[config.mk]
export PLATFORM = sky130hd
export DESIGN_NAME = q2_alu_seq
export DESIGN_NICKNAME = d
export VERILOG_FILES = /design/src/rtl/q2_alu_seq.sv
export SDC_FILE = /design/constraint.sdc
export NUM_CORES = 1
export LEC_CHECK = 0
export CORE_MARGIN = 3
export CORE_UTILIZATION = 50
export DETAILED_ROUTE_END_ITERATION = 8
export PLACE_DENSITY = 0.83
export SKIP_CTS_REPAIR_TIMING = 1
export SLEW_MARGIN = 30
export SYNTH_ARGS = -nofsm -noshare
export SYNTH_HDL_FRONTEND = slang
export SYNTH_SLANG_ARGS = --single-unit
[constraint.sdc]
create_clock -name clk -period 4.3 [get_ports clk]
set_input_delay 1.075 -clock clk [delete_from_list [all_inputs] [get_ports clk]]
set_output_delay 1.075 -clock clk [all_outputs]
set_load 0.1 [all_outputs]
[src/rtl/q2_alu_seq.sv]
// Bit-serial sequencer for the q2 one-bit ALU slice: streams A/X LSB first through
// the slice, shifts the slice output back into A and reports result/flag with done.
module q2_alu_seq #(
   parameter int WIDTH = 16
) (
   input  logic             clk,
   input  logic             rst,
   input  logic             start,
   input  logic [1:0]       op,
   input  logic [WIDTH-1:0] acc_in,
   input  logic [WIDTH-1:0] x_in,
   input  logic             cin,
   input  logic             shift_fill,
   output logic             busy,
   output logic             done,
   output logic [WIDTH-1:0] result,
   output logic             flag,
   output logic             alu_a0,
   output logic             alu_x0,
   output logic             alu_x1,
   output logic             alu_f,
   output logic             alu_o0,
   output logic             alu_o1,
   input  logic             alu_out,
   input  logic             alu_cout
);

   localparam int CW = $clog2(WIDTH);
   localparam logic [CW-1:0] LAST = CW'(WIDTH - 1);

   typedef enum logic {
      IDLE = 1'b0,
      RUN  = 1'b1
   } state_t;

   state_t           state_q, state_d;
   logic [WIDTH-1:0] a_q, x_q;
   logic             f_q;
   logic [1:0]       op_q;
   logic [CW-1:0]    cnt_q;
   logic [WIDTH-1:0] result_q;
   logic             flag_q;
   logic             done_q;
   logic             accept;
   logic             last;

   // Handshake: start is taken only while IDLE (including the done cycle);
   // busy is high for exactly the RUN state and mirrors the state register.
   always_comb begin
      state_d = state_q;
      accept  = 1'b0;
      last    = 1'b0;
      case (state_q)
         IDLE: begin
            if (start) begin
               accept  = 1'b1;
               state_d = RUN;
            end
         end
         RUN: begin
            if (cnt_q == LAST) begin
               last    = 1'b1;
               state_d = IDLE;
            end
         end
         default: state_d = IDLE;
      endcase
   end

   always_ff @(posedge clk) begin
      if (rst) state_q <= IDLE;
      else     state_q <= state_d;
   end

   always_ff @(posedge clk) begin
      if (rst) begin
         a_q      <= '0;
         x_q      <= '0;
         f_q      <= 1'b0;
         op_q     <= 2'b00;
         cnt_q    <= '0;
         result_q <= '0;
         flag_q   <= 1'b0;
         done_q   <= 1'b0;
      end else begin
         done_q <= 1'b0;
         if (accept) begin
            a_q   <= acc_in;
            x_q   <= x_in;
            op_q  <= op;
            cnt_q <= '0;
            // Load and NOR seed the flag as a zero detector; add/shift take cin.
            f_q   <= op[1] ? cin : 1'b1;
         end else if (state_q == RUN) begin
            a_q   <= {alu_out, a_q[WIDTH-1:1]};
            x_q   <= x_q >> 1;
            f_q   <= alu_cout;
            cnt_q <= last ? '0 : cnt_q + CW'(1);
            if (last) begin
               result_q <= {alu_out, a_q[WIDTH-1:1]};
               flag_q   <= alu_cout;
               done_q   <= 1'b1;
            end
         end
      end
   end

   assign alu_a0 = a_q[0];
   assign alu_x0 = x_q[0];
   // On the final bit the shift op needs the fill bit in place of X[1].
   assign alu_x1 = (cnt_q == LAST) ? shift_fill : x_q[1];
   assign alu_f  = f_q;
   assign alu_o0 = op_q[0];
   assign alu_o1 = op_q[1];

   assign busy   = (state_q == RUN);
   assign done   = done_q;
   assign result = result_q;
   assign flag   = flag_q;

endmodule

# Word level (Yosys, flattened, before mapping)
# Index checks and enable logic that the tools add are counted.
# op_classes
n_eq_ne	1
n_reduce_logical	4
bitwise_logic	2
mux	16
addsub	1
# op_table
operator	n
$mux 16	4
$mux 1	10
$add 4x1->4 const B	1
$eq 4x4->1 const B	1
$mux 4	1
$reduce_and 3->1	1
$reduce_or 3->1	1
$not 1->1	2
$pmux 1 s2	1
$reduce_bool 2->1	1
$reduce_or 2->1	1
# word_totals
reg_bits	58
inputBits	41

# Depth between registers and ports, before layout
# Gate-level depths: netlist of the first run.
# depth
depth_word	4
ltp_mapped	6
mapped_depth_nobuf	4

# Worst setup path after synthesis of the first run
# Ideal clock, no wire load.
# synth_path
path_type	in2out
from	input shift_fill
to	output alu_x1
arrival_time_ns	1.762
n_path_buf	0
cell_stages	1
setup_slack_ns	1.463
required_ns	3.225
path_cell_list	mux2_1
# synth_via
elab_chain_cells	1
# synth_rtl
item	line	source
start, declared	13	input logic shift_fill,
$mux 1	111	assign alu_x1 = (cnt_q == LAST) ? shift_fill : x_q[1];
end, declared	20	output logic alu_x1,
# No other way between the ends.

# Worst setup path after layout of the first run
# Same ends and word-level chain as after synthesis.

==> run summary, run 1 <==
After routing, the total negative slack on setup checks comes to 0 ns. The number of distinct standard cells referenced by the synthesized netlist is 27, and the required time of the critical path is 3.22 ns. The post-layout minimum cycle time is 3.069 ns. The global-route wire length before repair is 8362 um, and the max-slew headroom at the worst pin is 32.76%. The cell area power density came out at 376.1 mW/mm^2. CTS buffer count: 9.

The number of nets with antenna violations after detailed routing was 0; the placeable core region was 0.004504 sq mm. The number of I/O port buffers was 65. The worst-case clock skew is 0.005920 ns. The number of warnings reported in the yosys synthesis log came out at 0. The layout cell share with drive strength beyond 1 works out to 7.911%.

The synthesized netlist cell count is 253. The die is 75.37 um wide. Wires add up to 5255 um.

Along the worst hold path, the cell count comes to 2. For this run the aggregate overflow at the end of global routing stands at 0. The tools report the power consumption as 0.001203 W. During I/O placement, the number of pins put on the boundary was 66. For this configuration, the core starts out at a cell density of 53.42%.

The final number of setup-violating endpoints came out at 0. At the pin with the least slew margin, the transition time is 1.006 ns. For the max-cap violation count, the log shows 0. TritonCTS built the clock tree. Clock-pin slew was measured on the worst setup and hold paths at 0.06 ns. The post-synthesis register bit count was 58.

The fraction of the cycle the final worst path needs came out at 71.36%. Row generation in the floorplan step produced 24 rows. The number of global-route vias before repair is 1885. The average footprint of a synthesized cell was 9.510 sq um; the HPWL reported at the end of detailed placement was 3419 um. For the total nets after synthesis, the log shows 295. STA classifies the critical path startpoint as an input pin.

The largest fanout of any net on the critical path was 1; the total standard cell area after synthesis was 0.002406 sq mm. For this run, design rule violations remaining after detail routing come to 0. The worst-case IR drop observed on VDD is 265.5 uV. For this design the static power due to leakage is 1.270 nW. The number of buffers on the longest clock path is 2. The routed layout has 1979 vias. From synthesis to final layout, the design area changed by 32.92%.

The max-slew violation total from the final report is 0. Setup repair after global routing left no endpoint under its margin. Type of the setup path with the least slack: input pin to output pin. Final design utilization: 71.00%. The clock root buffer is clkbuf_8.

The net count reported at finish is 354, and the path depth of the worst reg2reg path is 4. The congestion estimate from routability-driven global placement came to 0.7695. Kind of path behind the tightest hold check: flip-flop to flip-flop. The tools report the upper clock frequency limit as 0.3259 GHz. The run gives 0 as the number of hold violations in the final report. The later pin in the worst-skew pair is clocked with a latency of 0.32 ns. For this run, the register share of the synthesized area comes to 48.26%.

For the die area, the log shows 0.005681 sq mm. The run finished with clean final reports. The largest net degree at the start of global routing was 43; the number of sinks on the clock net was 58. Global routing consumed, over all layers together, 19.50% of the routing resources.

CTS built an H-tree with a depth of 3. The number of antenna violations at the first check in global routing is 0. The run gives 1.99 ns as the critical path data arrival time. The tools report the number of detailed-route iterations in the first pass as 4.

The detailed router finished its first iteration with 116 violations. In the final routed layout, each cell accounts on average for 14.28 um. Using the TritonRoute via totals, the vias-per-cell ratio works out to 5.378.

The repair_antennas step left the layout with diodes totalling 0. From bottom edge to top edge, the die measures 75.37 um. The worst setup path is captured at an output pin.
==> critical path, cell delays in order <==
cell	delay, ns
clkdlybuf4s50_1	0.39
mux2_1	0.29
buf_4	0.24
==> power breakdown <==
| part | leakage, nW | internal (W) | total [W] | switching (W) |
|---|---|---|---|---|
| clock | 0.101 | 0.000267 | 0.000468 | 0.000201 |
| combinational | 0.695 | 0.0000722 | 0.000162 | 0.0000897 |
| sequential | 0.473 | 0.000560 | 0.000573 | 0.0000128 |
==> state kept, by name (all words and copies together), names as in the netlist <==
register and flops:
op_q 2, a_q 16, cnt_q 4, result 16, busy 1, flag 1
done 1, x_q 16, alu_f 1
==> placed cells by master, fill, tap and decap left out, drive strengths merged <==
cell           netlist  layout
a21oi               34      34
a22o                15      15
a41oi                1       1
buf                 13       6
clkbuf               6      13
clkdlybuf4s50        0      61
clkinv               0       2
dfxtp               58      58
ha                   1       1
inv                  1       1
mux2                32      32
mux2i                6       6
nand2               66      66
nand3                2       2
nand3b               1       1
nand4                1       1
nor2                 8       8
nor2b                2       2
nor3                 2       2
o21a                 1       1
o221ai               1       1
or2                  1       1
xor2                 1       1
==> path summary, 6_finish.rpt <==
| kind | startpoint | to | slack, ns |
|---|---|---|---|
| worst max register to register | busy | result[13] | 2.69 |
| worst max-delay path | shift_fill | alu_x1 | 1.23 |
| worst min-delay path | x_q[13] | x_q[12] | 0.45 |
| worst min register to register | x_q[13] | x_q[12] | 0.45 |
==> synthesized netlist by cell type <==
library cell,count,share of area [%]
nand2_1,66,10
nor2b_1,1,0.26
xor2_1,1,0.36
buf_2,3,0.62
nor2_1,7,1.1
clkbuf_1,6,0.94
a21oi_1,34,7.1
nor3_1,2,0.42
buf_4,5,1.6
nor2_4,1,0.47
inv_2,1,0.16
ha_1,1,0.52
nand3b_1,1,0.31
dfxtp_1,58,48
a41oi_1,1,0.36
a22o_1,15,5.5
nand3_1,2,0.42
o21a_1,1,0.31
nand4_4,1,0.88
nor2b_4,1,0.57
buf_8,1,0.62
buf_6,1,0.47
o221ai_1,1,0.36
buf_1,3,0.47
or2_1,1,0.26
mux2_1,32,15
mux2i_1,6,2.5
==> cells by family (layout without fill, tap and decap cells) <==
kind of cell	after synthesis	count (layout)	share of synthesized area [%]
adder cells (fa/ha/maj)	1	1	0.5199
flip-flops	58	58	48.26
XOR/XNOR	1	1	0.3641
AND/OR/NAND/NOR	83	83	14.98
buffers and inverters	20	83	4.836
AO/OA/AOI/OAI	52	52	13.57
multiplexers	38	38	17.47
==> metal layers <==
layer | wire, um | part of all wire (%) | vias to the layer above | GRT usage [%]
li1 | - | - | 982 | -
met1 | 2311 | 44 | 941 | 23.68
met2 | 2644 | 50 | 54 | 32.02
met3 | 272 | 5.2 | 2 | 6.332
met4 | 26 | 0.49 | 0 | 7.767
met5 | 0 | 0 | - | 0
==> layout make-up <==
| cell class | instances | area [sq um] |
|---|---|---|
| inverters | 1 | 3.754 |
| multi-input cells | 175 | 1129 |
| clock inverters | 2 | 10.01 |
| well taps | 52 | 65.06 |
| clock buffers | 13 | 178.9 |
| fillers | 361 | 1306 |
| repair buffers | 67 | 650.6 |
| flip-flops and latches | 58 | 1161 |
==> stage by stage <==
stage	instance area (sq um)	hold WS [ns]	std cells	setup WS [ns]
2_1_floorplan	2406	0.4277	253	1.463
4_1_cts	3203	0.4526	368	1.227
3_5_place_dp	3014	0.4437	353	1.230
5_1_grt	3198	0.4750	368	1.209
3_3_place_gp	3014	0.4343	353	1.253
6_report	3198	0.4498	368	1.231
(Power assumes the default switching activity.)
==> run 2, diff against run 1 <==
--- a/config.mk
+++ b/config.mk
@@ -6,9 +6,9 @@
 export NUM_CORES = 1
 export LEC_CHECK = 0
 export CORE_MARGIN = 3
-export CORE_UTILIZATION = 50
+export CORE_UTILIZATION = 47
 export DETAILED_ROUTE_END_ITERATION = 8
-export PLACE_DENSITY = 0.83
+export PLACE_DENSITY = 0.78
 export SKIP_CTS_REPAIR_TIMING = 1
 export SLEW_MARGIN = 30
 export SYNTH_ARGS = -nofsm -noshare
==> constraint.sdc (replaced) <==
create_clock -name clk -period 3 [get_ports clk]
set_input_delay 0.75 -clock clk [delete_from_list [all_inputs] [get_ports clk]]
set_output_delay 0.75 -clock clk [all_outputs]
set_load 0.1 [all_outputs]
==> run summary, run 2 (synthesis gave the netlist of run 1 again) <==
The flow ran to the end, and the final reports show no timing, DRC or antenna violations. In this run the core area contains 25 standard-cell rows. The signal on the critical path passes through ha_1 -> nand3_1 -> mux2_1 -> buf_12.

The logs give 66 for the number of placed I/O pins and 0.006014 sq mm for the die area. Before CTS, the worst setup slack after placement is 0.6078 ns. Cell internal power was estimated by the tool at 0.001227 W. At the later pin of the worst-skew pair, clock insertion delay measures 0.32 ns.

Of the cells placed in the final design, the portion with a size suffix greater than 1 is 15.05%. The floorplan step defined a core boundary enclosing 0.004848 sq mm. The number of antenna diodes is 0, and the post-route setup TNS is 0 ns. Setup repair after global routing left no endpoint under its margin.

Entering global routing, the biggest net connects 34 pins. The H-tree was split into 3 levels. VDD sags by at most 374.2 uV. Max-cap violations in this run came to 0.

The last weighted congestion value of the routability-driven placer was 0.7255. The worst setup path is launched from a flip-flop. The run gives 0.0004249 W as the net load switching power.

The global-route wire length before repair was 8280 um; the path depth of the worst reg2reg path was 4. Static leakage: 1.314 nW. After legalization and detailed placement, the total HPWL measured 3449 um. In this run the power density over the cells is 521.6 mW/mm^2.

Once placement finished, the instance area stood at 0.003004 sq mm. The clock-pin slew on the worst setup and hold paths is 0.06 ns, and the global-route usage over all layers is 17.40%. The signed area change from the synthesized netlist to the final layout is 31.67%, and the floorplan die width is 77.55 um. Leaving out fill and tap cells, the most frequent cell in the layout is nand2_1.

The number of buffers on the longest clock path is 2, and the number of I/O port buffers is 65. The tools report the share of total power in the clock network as 36.1%. The worst-case clock skew is 0.004127 ns. STA classifies the critical path endpoint as an output pin. Across all setup checks in the final design, the least slack found is 0.5330 ns. For the pin with the worst max-slew slack, the measured transition is 0.6098 ns. Cell with the largest stage delay on the worst path: dfxtp_1. The final number of setup-violating endpoints is 0.

The tree is rooted in a clkbuf_8. Derived from the worst setup path, the maximum achievable clock frequency is 0.4053 GHz. The number of antenna violations at the first check in global routing came out at 0.

The min-delay analysis places its worst path in the category flip-flop to flip-flop. For this run, design rule violations remaining after detail routing come to 0. The fraction of the cycle the final worst path needs was 82.23%; the total non-filler cell area in the finished layout was 0.003168 sq mm.

The clock net in this run drives a total of 58 sinks. The required time of the critical path came out at 2.25 ns. The net switching fraction of the power is 25.72%, and the critical path data arrival time is 1.72 ns. For this run, the slowest stage of the critical path takes 0.39 ns. The via-per-instance ratio is 5.016.

The max-slew violation total from the final report came out at 0. The number of global-route vias before repair came out at 1816. Number of hold violations in the final report: 0. The number of filler instances in the final layout was 420; the max-slew headroom at the worst pin was 59.35%. TritonCTS built the clock tree. The relative contribution of sequential cells to total power was 50.2%; the net count reported at finish was 356. The final layout contains routed wiring with a total length of 5108 um. The top cell types in the final layout, fill and taps aside, are nand2_1, dfxtp_1, clkdlybuf4s50_1, a21oi_1, mux2_1. The per-cell routed wire length was 13.23 um; the via count of the routed design was 1936. The detail route stage leaves a number of antenna-violating nets equal to 0.

Combinational logic burns 13.7% of the power. The die is 77.55 um tall. Clock tree synthesis inserted a total of 9 buffers. For the sum of overflow across all layers after global routing, the log shows 0. The logs give 49.63% for the initial core utilization and 4 for the number of detailed-route iterations in the first pass. Power comes to 0.001652 W. The type of the setup path with the least slack is flip-flop to output pin. The largest fanout of any net on the critical path came out at 5.

The cell depth of the worst hold path was 2. The post-layout minimum cycle time was 2.467 ns; the first-iteration detailed-routing DRC count was 99.
-- run 2: power groups by stage --
| stage | Clock [W] | Sequential, W | Combinational (W) |
|---|---|---|---|
| finish | 0.000596 | 0.000829 | 0.000227 |
| floorplan | 0 | 0.000872 | 0.000118 |
| global placement | 0 | 0.000845 | 0.000225 |
| detailed placement | 0 | 0.000846 | 0.000227 |
| CTS | 0.000615 | 0.000829 | 0.000228 |
| global route | 0.000655 | 0.000834 | 0.000245 |
-- run 2: cell type report --
class	instances	area, sq um	share of cell area (%)
Tap cell	67	83.83	2.646
Clock inverter	3	15.01	0.4739
Sequential cell	58	1162	36.69
Inverter	1	3.754	0.1185
Clock buffer	13	148.9	4.700
Timing Repair Buffer	69	625.6	19.75
Multi-Input combinational cell	175	1129	35.62
-- run 2: worst max-delay path, delay by kind of cell, from the launching register on --
kind | cells | cell delay [ns]
fa+ha+maj | 1 | 0.28
buf+inv | 1 | 0.18
flops | 1 | 0.39
mux | 1 | 0.38
simple gates | 1 | 0.16
-- run 2: through the flow --
stage	utilization (%)	instances	hold WS [ns]
2_1_floorplan	-	253	0.4277
3_3_place_gp	61.96	370	0.4329
3_5_place_dp	61.96	370	0.4410
4_1_cts	65.34	386	0.4502
5_1_grt	65.34	386	0.4755
6_report	65.34	386	0.4480
-- run 2: metal layers --
metal  wire length [um]  up-vias  part of all wire (%)  GRT usage, %
met5                  0        -                     0             0
li1                   -      989                     -             -
met4                 57        0                   1.1         4.804
met2               2452       53                    48         30.05
met1               2324      888                    45         19.81
met3                272        6                   5.3         6.961
-- run 2: worst paths after layout --
path | from | endpoint | slack (ns)
worst max-delay path | cnt_q[0] | alu_x1 | 0.53
worst min-delay path | x_q[14] | x_q[13] | 0.45
worst max register to register | busy | result[2] | 1.14
worst min register to register | x_q[14] | x_q[13] | 0.45
==> run 3, diff against run 2 <==
==> constraint.sdc (replaced) <==
create_clock -name clk -period 2.3 [get_ports clk]
set_input_delay 0.575 -clock clk [delete_from_list [all_inputs] [get_ports clk]]
set_output_delay 0.575 -clock clk [all_outputs]
set_load 0.1 [all_outputs]
==> run summary, run 3 (synthesis gave the netlist of run 1 again) <==
The worst setup path is of the flip-flop to output pin kind. The logs give 1916 for the number of global-route vias before repair and 46.1% for the share of total power in the clock network. Once the floorplan was initialized, standard cells occupied 49.63% of the core.

In the post-route analysis, the smallest setup slack over all paths is 0.1325 ns. Of the available clock period, the critical path in the final layout requires 94.24%. The tools report the number of rows created at floorplan as 25. The floorplan die width is 77.55 um. The logs give 0.4453 ns for the worst hold-check slack and 0 for the max-slew violation total from the final report. For this block, the routed nets add up to 5421 um of wire. The critical path goes through ha_4 -> nand3_1 -> mux2_1 -> buf_12. The vertical extent of the die came out at 77.55 um. The kind of path behind the tightest hold check is flip-flop to flip-flop. In this run, the combinational gates consume 11.8% of the power. Data arrives at the worst endpoint at 1.59 ns. The number of hold violations in the final report was 0.

The kind of end point of the critical path is an output pin. Across the run, the number of max-cap violations was 0. The tools report the static leakage as 1.363 nW. The net count reported at finish was 356; the number of antenna diodes was 0.

For the pre-CTS setup slack, the log shows 0.2540 ns. After clock tree synthesis, the clock-pin slew on the worst setup and hold paths is 0.07 ns. Setup repair after global routing left no endpoint under its margin.

Summed over all nets, the half-perimeter wirelength after detailed placement is 3481 um. The tools report the die area as 0.006014 sq mm. The tools report the number of antenna violations at the first check in global routing as 0. The run finished with clean final reports.

The relative contribution of sequential cells to total power is 42.1%. The number of placed I/O pins is 66. Slew of the pin with the lowest slew margin: 0.5846 ns. The final cell count without fillers was 386; the upper clock frequency limit was 0.4614 GHz. In this run the tool buffered the top-level ports with 65 buffer cells. The signed area change from the synthesized netlist to the final layout is 36.97%, and the last weighted congestion value of the routability-driven placer is 0.7384.

Of the total power, the share spent switching nets is 23.56%. First-iteration detailed-routing DRC count: 68. Via-per-instance ratio: 5.127. The library cells used most frequently in the layout, excluding fill and tap cells, are nand2_1, dfxtp_1, clkdlybuf4s50_1, a21oi_1, mux2_1. The post-route netlist has 16.93% of its cells at a drive strength greater than 1. For the sum of overflow across all layers after global routing, the log shows 0. The logs give 0.009171 ns for the worst-case clock skew and 0.0006062 W for the net load switching power. At the worst endpoint, the required time is 1.73 ns. The sequential cell area was 0.001165 sq mm. The run gives 0.34 ns as the latest clock arrival within the worst-skew pair. The post-route setup TNS was 0 ns. The tools report the CTS buffer count as 9. Cell internal power was estimated by the tool at 0.001966 W. The delay of the slowest cell on the worst path was 0.38 ns. VDD sags by at most 614.9 uV. For the final number of setup-violating endpoints, the log shows 0.

The logs give 61.03% for the max-slew headroom at the worst pin and 0.004848 sq mm for the placeable core region. For this run, the detailed router's first-pass iteration total came to 4. In the global route stage, overall resource usage came out at 19.12%.

The number of sinks on the clock net was 58. TritonCTS built the clock tree. For this design the ratio of total power to cell area is 780.5 mW/mm^2. The run gives 3 as the count of H-tree levels built during CTS. The cell with the largest stage delay on the worst path is dfxtp_2. The final design utilization was 67.97%. The via count of the routed design was 1979. No sink is reached through more buffers than the 2 on the longest clock path. In the final layout, the multi-input gates occupy 0.001141 sq mm. The global-route wire length before repair came out at 8942 um. Entering global routing, the biggest net connects 34 pins.

CTS placed an instance of clkbuf_8 at the clock tree root. Fill cells in the final layout number 391. Most frequent standard cell in the layout excluding fill and tap cells: nand2_1. Along the worst path, the maximum fanout reaches 5. The total DRC errors in the routed layout is 0. The worst setup path is launched from a flip-flop. Including well taps, the total number of placed cells is 370. The per-cell routed wire length was 14.04 um; the post-layout minimum cycle time was 2.168 ns. The number of nets with antenna violations after detailed routing came out at 0.
[run 3: cell count changes in the layout (fill, tap and decap cells not counted), sizes merged]
cell    before  now
clkbuf      13   11
clkinv       3    2
bufinv       0    3
[run 3: worst paths after layout]
kind,start,endpoint,slack [ns],cells after the start
hold / removal,x_q[13],x_q[12],0.45,2
hold reg to reg,x_q[13],x_q[12],0.45,2
setup reg to reg,busy,result[2],0.68,3
setup / recovery,cnt_q[0],alu_x1,0.13,4
[run 3: final cells by class]
| class | count | area share [%] |
|---|---|---|
| Clock buffer | 11 | 4.594 |
| Clock inverter | 5 | 3.037 |
| Inverter | 1 | 0.1139 |
| Multi-Input combinational cell | 175 | 34.62 |
| Sequential cell | 58 | 35.35 |
| Tap cell | 67 | 2.544 |
| Timing Repair Buffer | 69 | 19.74 |
[run 3: critical path: cells and delay by family, from the launching register on]
kind | cells | cell delay (ns)
flops | 1 | 0.38
mux | 1 | 0.38
fa+ha+maj | 1 | 0.18
buf+inv | 1 | 0.18
simple gates | 1 | 0.12
[run 3: power by group through the flow]
| stage | Sequential, W | Clock [W] | Combinational [W] |
|---|---|---|---|
| CTS | 0.00108 | 0.00121 | 0.000305 |
| detailed placement | 0.00110 | 0 | 0.000302 |
| global placement | 0.00110 | 0 | 0.000299 |
| floorplan | 0.00114 | 0 | 0.000154 |
| global route | 0.00109 | 0.00125 | 0.000329 |
| finish | 0.00108 | 0.00119 | 0.000303 |
[run 3: through the flow]
| stage | cell area, sq um | total power, W |
|---|---|---|
| finish | 3296 | 0.002572 |
| global route | 3296 | 0.002670 |
| CTS | 3281 | 0.002594 |
| detailed placement | 3029 | 0.001406 |
| global placement | 3029 | 0.001401 |
| floorplan | 2406 | 0.001291 |
[run 3: metal layers]
metal  global-route usage, %  vias up  routed length [um]
met1                   22.17      937                2366
li1                        -      988                   -
met5                       0        -                   0
met3                   5.336       10                 285
met4                   11.74        0                  95
met2                   31.17       44                2674
